File: src/rtl/bus_pkg.sv
// Shared definitions for the two-master bus arbiter: FSM state encoding and
// the slave address map expressed as match/mask pairs.
package bus_pkg;

  typedef enum logic [1:0] {
    IDLE = 2'd0,
    GNT0 = 2'd1,
    GNT1 = 2'd2
  } state_t;

  // A slave is hit when (addr & MASK) == MATCH.
  localparam logic [15:0] S0_MATCH = 16'h0000;
  localparam logic [15:0] S0_MASK  = 16'hF800;
  localparam logic [15:0] S1_MATCH = 16'h7000;
  localparam logic [15:0] S1_MASK  = 16'hFE00;

  function automatic logic addr_hit(input logic [15:0] addr,
                                    input logic [15:0] match,
                                    input logic [15:0] mask);
    return (addr & mask) == match;
  endfunction

endpackage

File: src/rtl/bus_addr_dec.sv
// Combinational slave decoder; selects are forced low while no master owns the bus.
module bus_addr_dec
  import bus_pkg::*;
(
  input  logic        enable,
  input  logic [15:0] addr,
  output logic        s0_sel,
  output logic        s1_sel
);

  always_comb begin
    s0_sel = enable && addr_hit(addr, S0_MATCH, S0_MASK);
    s1_sel = enable && addr_hit(addr, S1_MATCH, S1_MASK);
  end

endmodule

File: src/rtl/bus_arbiter2.sv
// Two-master, two-slave bus arbiter: non-preemptive FSM with master 0 priority
// from IDLE, shared slave-side mux, and one-cycle registered read-data return.
module bus_arbiter2
  import bus_pkg::*;
(
  input  logic        clk,
  input  logic        reset_n,
  input  logic        m0_req,
  input  logic        m0_wr,
  input  logic [15:0] m0_addr,
  input  logic [63:0] m0_dout,
  input  logic        m1_req,
  input  logic        m1_wr,
  input  logic [15:0] m1_addr,
  input  logic [63:0] m1_dout,
  input  logic [63:0] s0_dout,
  input  logic [63:0] s1_dout,
  output logic        m0_grant,
  output logic        m1_grant,
  output logic [63:0] m_din,
  output logic        s0_sel,
  output logic        s1_sel,
  output logic        s_wr,
  output logic [15:0] s_addr,
  output logic [63:0] s_din
);

  state_t      state;
  state_t      next_state;
  logic [1:0]  rd_sel;

  always_ff @(posedge clk or negedge reset_n) begin
    if (!reset_n) begin
      state  <= IDLE;
      rd_sel <= 2'b00;
    end else begin
      state  <= next_state;
      rd_sel <= {s0_sel, s1_sel};
    end
  end

  // The current owner keeps the bus while it requests; otherwise hand over
  // directly to the other requester, with master 0 winning ties from IDLE.
  always_comb begin
    next_state = IDLE;
    case (state)
      IDLE: begin
        if (m0_req)      next_state = GNT0;
        else if (m1_req) next_state = GNT1;
      end
      GNT0: begin
        if (m0_req)      next_state = GNT0;
        else if (m1_req) next_state = GNT1;
      end
      GNT1: begin
        if (m1_req)      next_state = GNT1;
        else if (m0_req) next_state = GNT0;
      end
      default:           next_state = IDLE;
    endcase
  end

  always_comb begin
    m0_grant = (state == GNT0);
    m1_grant = (state == GNT1);
    s_wr     = 1'b0;
    s_addr   = 16'h0000;
    s_din    = 64'h0;
    case (state)
      GNT0: begin
        s_wr   = m0_wr;
        s_addr = m0_addr;
        s_din  = m0_dout;
      end
      GNT1: begin
        s_wr   = m1_wr;
        s_addr = m1_addr;
        s_din  = m1_dout;
      end
      default: ;
    endcase
  end

  bus_addr_dec u_dec (
    .enable (state != IDLE),
    .addr   (s_addr),
    .s0_sel (s0_sel),
    .s1_sel (s1_sel)
  );

  // rd_sel reflects the previous cycle's decode, so a handover cycle still
  // returns the old owner's read data.
  always_comb begin
    case (rd_sel)
      2'b10:   m_din = s0_dout;
      2'b01:   m_din = s1_dout;
      default: m_din = 64'h0;
    endcase
  end

endmodule
File: config.mk
export PLATFORM = sky130hd
export DESIGN_NAME = bus_arbiter2
export DESIGN_NICKNAME = d
export VERILOG_FILES = /design/src/rtl/bus_pkg.sv /design/src/rtl/bus_addr_dec.sv /design/src/rtl/bus_arbiter2.sv
export SDC_FILE = /design/constraint.sdc
export NUM_CORES = 1
export LEC_CHECK = 0
export ABC_AREA = 1
export BUFFER_PORTS_ARGS = -buffer_cell sky130_fd_sc_hd__buf_2
export CORE_AREA = 3 3 170 172
export DETAILED_ROUTE_END_ITERATION = 8
export DIE_AREA = 0 0 173 175
export SYNTH_ARGS = -nofsm -noshare
export SYNTH_HDL_FRONTEND = slang
export SYNTH_HIERARCHICAL = 1
export SYNTH_SLANG_ARGS = --single-unit
File: constraint.sdc
create_clock -name clk -period 1.88 [get_ports clk]
set_input_delay 0.376 -clock clk [delete_from_list [all_inputs] [get_ports clk]]
set_output_delay 0.376 -clock clk [all_outputs]
set_load 0.005 [all_outputs]
Yosys cells after proc, flatten, opt, wreduce, memory -nomap -nowiden:

Index checks and enable logic that the tools add are counted.

* reductions and logical operators: 6
* eq/ne operators: 5
* muxes and demuxes: 9

Operator list (count)
* $pmux W64 S2: 2
* $pmux W16 S2: 1
* $logic_not A16 Y1: 1
* $eq A7 B6 Y1 const B: 1
* $mux W2: 3
* $eq A2 B1 Y1 const B: 2
* $eq A2 B2 Y1 const B: 2
* $pmux W2 S2: 1
* $logic_and A1 B1 Y1: 2
* $logic_not A2 Y1: 1
* $pmux W1 S2: 1
* $reduce_bool A2 Y1: 1
* $reduce_or A2 Y1: 1
* $mux W1: 1

* flip-flop bits (word level): 4
* word-level logic and storage cells: 22
* output and inout port bits: 149
* bits of input ports: 294

Logic depth before layout (Yosys ltp):

* depth in word-level cells: 4
* gate-level depth with buffers: 10
* depth with buffers taken out: 8

Modules after synthesis:

Netlist, hierarchy kept.

By module, submodules not included
* bus_arbiter2: area an instance 2449.8 um^2, instances 1, cells an instance 510, sequential area each 100.1 um^2
* bus_addr_dec: area an instance 58.8 um^2, instances 1, cells an instance 15, sequential area each 0.0 um^2

Worst setup path before layout:

OpenSTA, ideal clock, no wires.

* path kind: flip-flop to output port
* from: register state[0]
* to: output port s1_sel
* stages on the path, launching flop included: 11
* data arrival time: 1.536 ns
* slack: -0.032 ns
* path through: dfrtp_1 inv_1 ha_1 buf_4 buf_4 nand2_1 a21oi_1 inv_1 nor2_1 nand2_1 nor2_1

* cells in the longest elaborated chain, start to end: 4
* elaborated cells between the ends (all ways): 6
* those cells by class: eq/ne (3); mux (1); reduce/logical (2)

RTL lines
* start: declaration: line bus_arbiter2.sv:28 `state_t state;`
* start signal: assignment: line bus_arbiter2.sv:37 `state <= next_state;`
* $eq A2 B2 Y1
* net m1_grant: line bus_arbiter2.sv:19 `output logic m1_grant,`
* $pmux W16 S2: line bus_arbiter2.sv:69 `case (state)`
* net s_addr[12]: line bus_arbiter2.sv:24 `output logic [15:0] s_addr,`
* $eq A7 B6 Y1: line bus_pkg.sv:20 `return (addr & mask) == match;`
* $logic_and A1 B1 Y1: line bus_addr_dec.sv:13 `s1_sel = enable && addr_hit(addr, S1_MATCH, S1_MASK);`
* end: declaration: line bus_arbiter2.sv:22 `output logic s1_sel,`

The timed path passes the listed nets, and every way through them passes these cells.

Worst setup path in the final report:

* from: register state[0]
* to: output port s_din[28]

* cells in the longest elaborated chain, start to end: 2
* elaborated cells between the ends (all ways): 3
* those cells by class: eq/ne (2); mux (1)

RTL lines
* $eq A2 B2 Y1 / $eq A2 B1 Y1 (equally long branches): line bus_arbiter2.sv:69
* $pmux W64 S2 (*): line bus_arbiter2.sv:69
* end: declaration: line bus_arbiter2.sv:25 `output logic [63:0] s_din`

Every way passes the cells marked *; elsewhere a longest branch is shown, timed or not.

==> impl_metrics.toml <==
[run_status]
status = "complete, but fails checks"
violations = "setup timing"

[cells_and_area]
final_common_cell = "buf_2"
post_route_cells_drive_above_1_share_pct = 79.7
area_growth_syn_to_layout_pct = 216
final_cell_mix = "buf_2 (436), nand2_1 (170), a21oi_2 (115)"
finalNonFillerCells = 1402
fin_area_um2 = 7930
num-nets-final = 1324

[setup_path]
start_kind = "flop"
rrSetupSlack_ps = 120
critical_path_arrival_ps = 1830
required_ps = 1500
end_kind = "output port"
cpMaxStageDelayCell = "dfrtp_1"
cp_max_fo = 9
critPathKind = "flop to output port"
critPathMaxStageDelay_ps = 390
path_cells = "inv_2 -> ha_4 -> clkinvlp_4 -> buf_8 -> clkbuf_16 -> a21oi_2 -> buf_2"

[timing]
slew_violations = 0
fin_worst_skew_ps = 1.95
max_slew_margin_pct = 82.4
max_freq_mhz = 453
fin_ws_ps = -329
tightest_slew_ps = 264
rsz0062_at_grt = "yes"
hold_viol = 0
post-route-min-period_ps = 2210
setup_viol = 144
finalCritPeriodShare_pct = 117

[clock_tree]
clk_latency_ps = 220
cts_tree = "built"
clkSlewWorstSetupHoldPaths_ps = 30
cts_buffers = 3
cts_buffer_depth = 2
cts.sinks = 4
cts_root_buffer = "clkbuf_16"
cts.htree.levels = 1

[synthesis]
yosysTopAreaCell = "nand2_1"
synth_edf_count = 0
synthCells = 525
ys_ff_latch = 4
ys_seq_area_share_pct = 3.99
synth.cell_area_um2 = 2510
ys.flop_type = "dfrtp_1"
syn_area_per_cell_um2 = 4.78
syn_nets = 827
synth_cell_types = 14
yosysWarnings = 6
synth_top_area_share_pct = 44.3
ys_top_cells_by_area = "nand2_1 (44%), a21oi_1 (29%), buf_6 (7.2%)"
ys_async_sr_fraction_pct = 100

[drt]
avgRoutedWirePerCell_um = 21.3
drt_iter0_drc = 177
totalWireLength_mm = 29.8
viasPerCell = 4.19
ant_nets = 0
drc_errors = 0
drt-pass1-iter-count = 4
vias = 5879

[global_route]
grt.busiest_layer = "met2"
met3_usage_pct = 3.32
gr-usage-all-layers_pct = 16.2
antenna_found_initial = 9
grt_max_degree = 65
first_global_vias = 5845
grt_pass1_wl_mm = 36.8
use_met1_pct = 17.5
use_met2_pct = 31.8
globalRouteOverflowTotal = 0

[pwr]
leakage_nw = 4.00
powerDensity_nw_per_um2 = 763
vdd_drop_max_v = 0.000409

[floorplan]
start_util_pct = 9.08
die_area_um2 = 30300
die_y_um = 175
rows = 61
pin_count = 443
die_x_um = 173
core-area_um2 = 27600

[hold_path]
min_path_type = "primary input to flop"

[placed_design]
io_buffers = 442
dp.cells = 1327
globalplace.congestion = 0.815
placed_cell_area_um2 = 5150
dpl.hpwl_mm = 19.0

[run]
maxCapViolations = 0
power by group:
part / switching [mW] / internal, mW / leakage [nW]
Combinational: 3.03 / 2.57 / 3.91
Clock: 0.0563 / 0.271 / 0.0370
Sequential: 0.0163 / 0.104 / 0.0523
synth_stat cells, types with 4 or more instances:
library cell and number:
a21oi_1 146, buf_2 10, buf_4 16, buf_6 16, clkbuf_1 5, dfrtp_1 4
ha_1 8, inv_1 12, nand2_1 296, nor2_1 8
metrics by stage:
step	utilization [%]	setup TNS [ps]	setup slack [ps]	total power, mW	hold WS, ps
after global routing	28.7	-28160	-365	6.32	422
final	28.7	-21020	-329	6.05	407
after detailed placement	18.6	-2380	-231	2.75	198
after floorplan	-	0	16.8	1.61	80.4
after global placement	18.6	-1270	-195	2.72	193
after CTS	24.5	-16170	-224	4.81	397
registers in the layout, indices dropped and copies added (netlist names):
| name | count |
|---|---|
| rd_sel | 2 |
| state | 2 |
routing by layer:
layer  share of wire, %  wire length, um
met5              0.044               13
met4                3.8             1140
met3                6.6             1970
met2                 54            16100
met1                 35            10600
worst max-delay path: cells and delay by family (launching register included):
| kind | cells | cell delay (ps) |
|---|---|---|
| compound gates | 1 | 140 |
| fa+ha+maj | 1 | 310 |
| buf+inv | 5 | 760 |
| flops | 1 | 390 |
kinds of logic (layout without fill, tap and decap cells):
family                     after synthesis  in the layout  share of synthesized area, %
buffers and inverters                   60            555                          16.7
and+or+nand+nor                        305            305                          45.7
other                                    0              4                             0
DFF                                      4              4                          3.99
AOI/OAI and AO/OA                      148            148                          29.6
adders and majority gates                8              8                          3.99
layout make-up:
| class | count | area (um2) |
|---|---|---|
| repair inverters | 1 | 7.51 |
| clock buffers | 3 | 75.1 |
| diodes | 4 | 10.0 |
| repair buffers | 538 | 3890 |
| inverters | 13 | 61.3 |
| fillers | 2979 | 19700 |
| multi-input cells | 461 | 3310 |
| well taps | 378 | 473 |
| flip-flops and latches | 4 | 100 |
what timing repair did:
| item | in CTS | in global routing |
|---|---|---|
| hold buffers | 1 | 0 |
| pin swaps | 39 | 60 |
| endpoints found under the setup margin | 124 | 147 |
| resized for setup | 179 | 273 |
| gates cloned | 23 | 15 |
| setup buffers | 31 | 18 |
| hold endpoints to repair | 4 | 0 |
path summary, 6_finish.rpt:
| kind | start | to | cells past startpoint |
|---|---|---|---|
| worst min-delay path | m0_req | state[0] | 3 |
| min in group asynchronous | reset_n | state[1] | 2 |
| worst max register to register | state[0] | rd_sel[0] | 10 |
| max in group asynchronous | reset_n | rd_sel[1] | 2 |
| worst min register to register | state[0] | state[0] | 5 |
| worst max-delay path | state[0] | s_din[28] | 7 |
(Power assumes the default switching activity.)
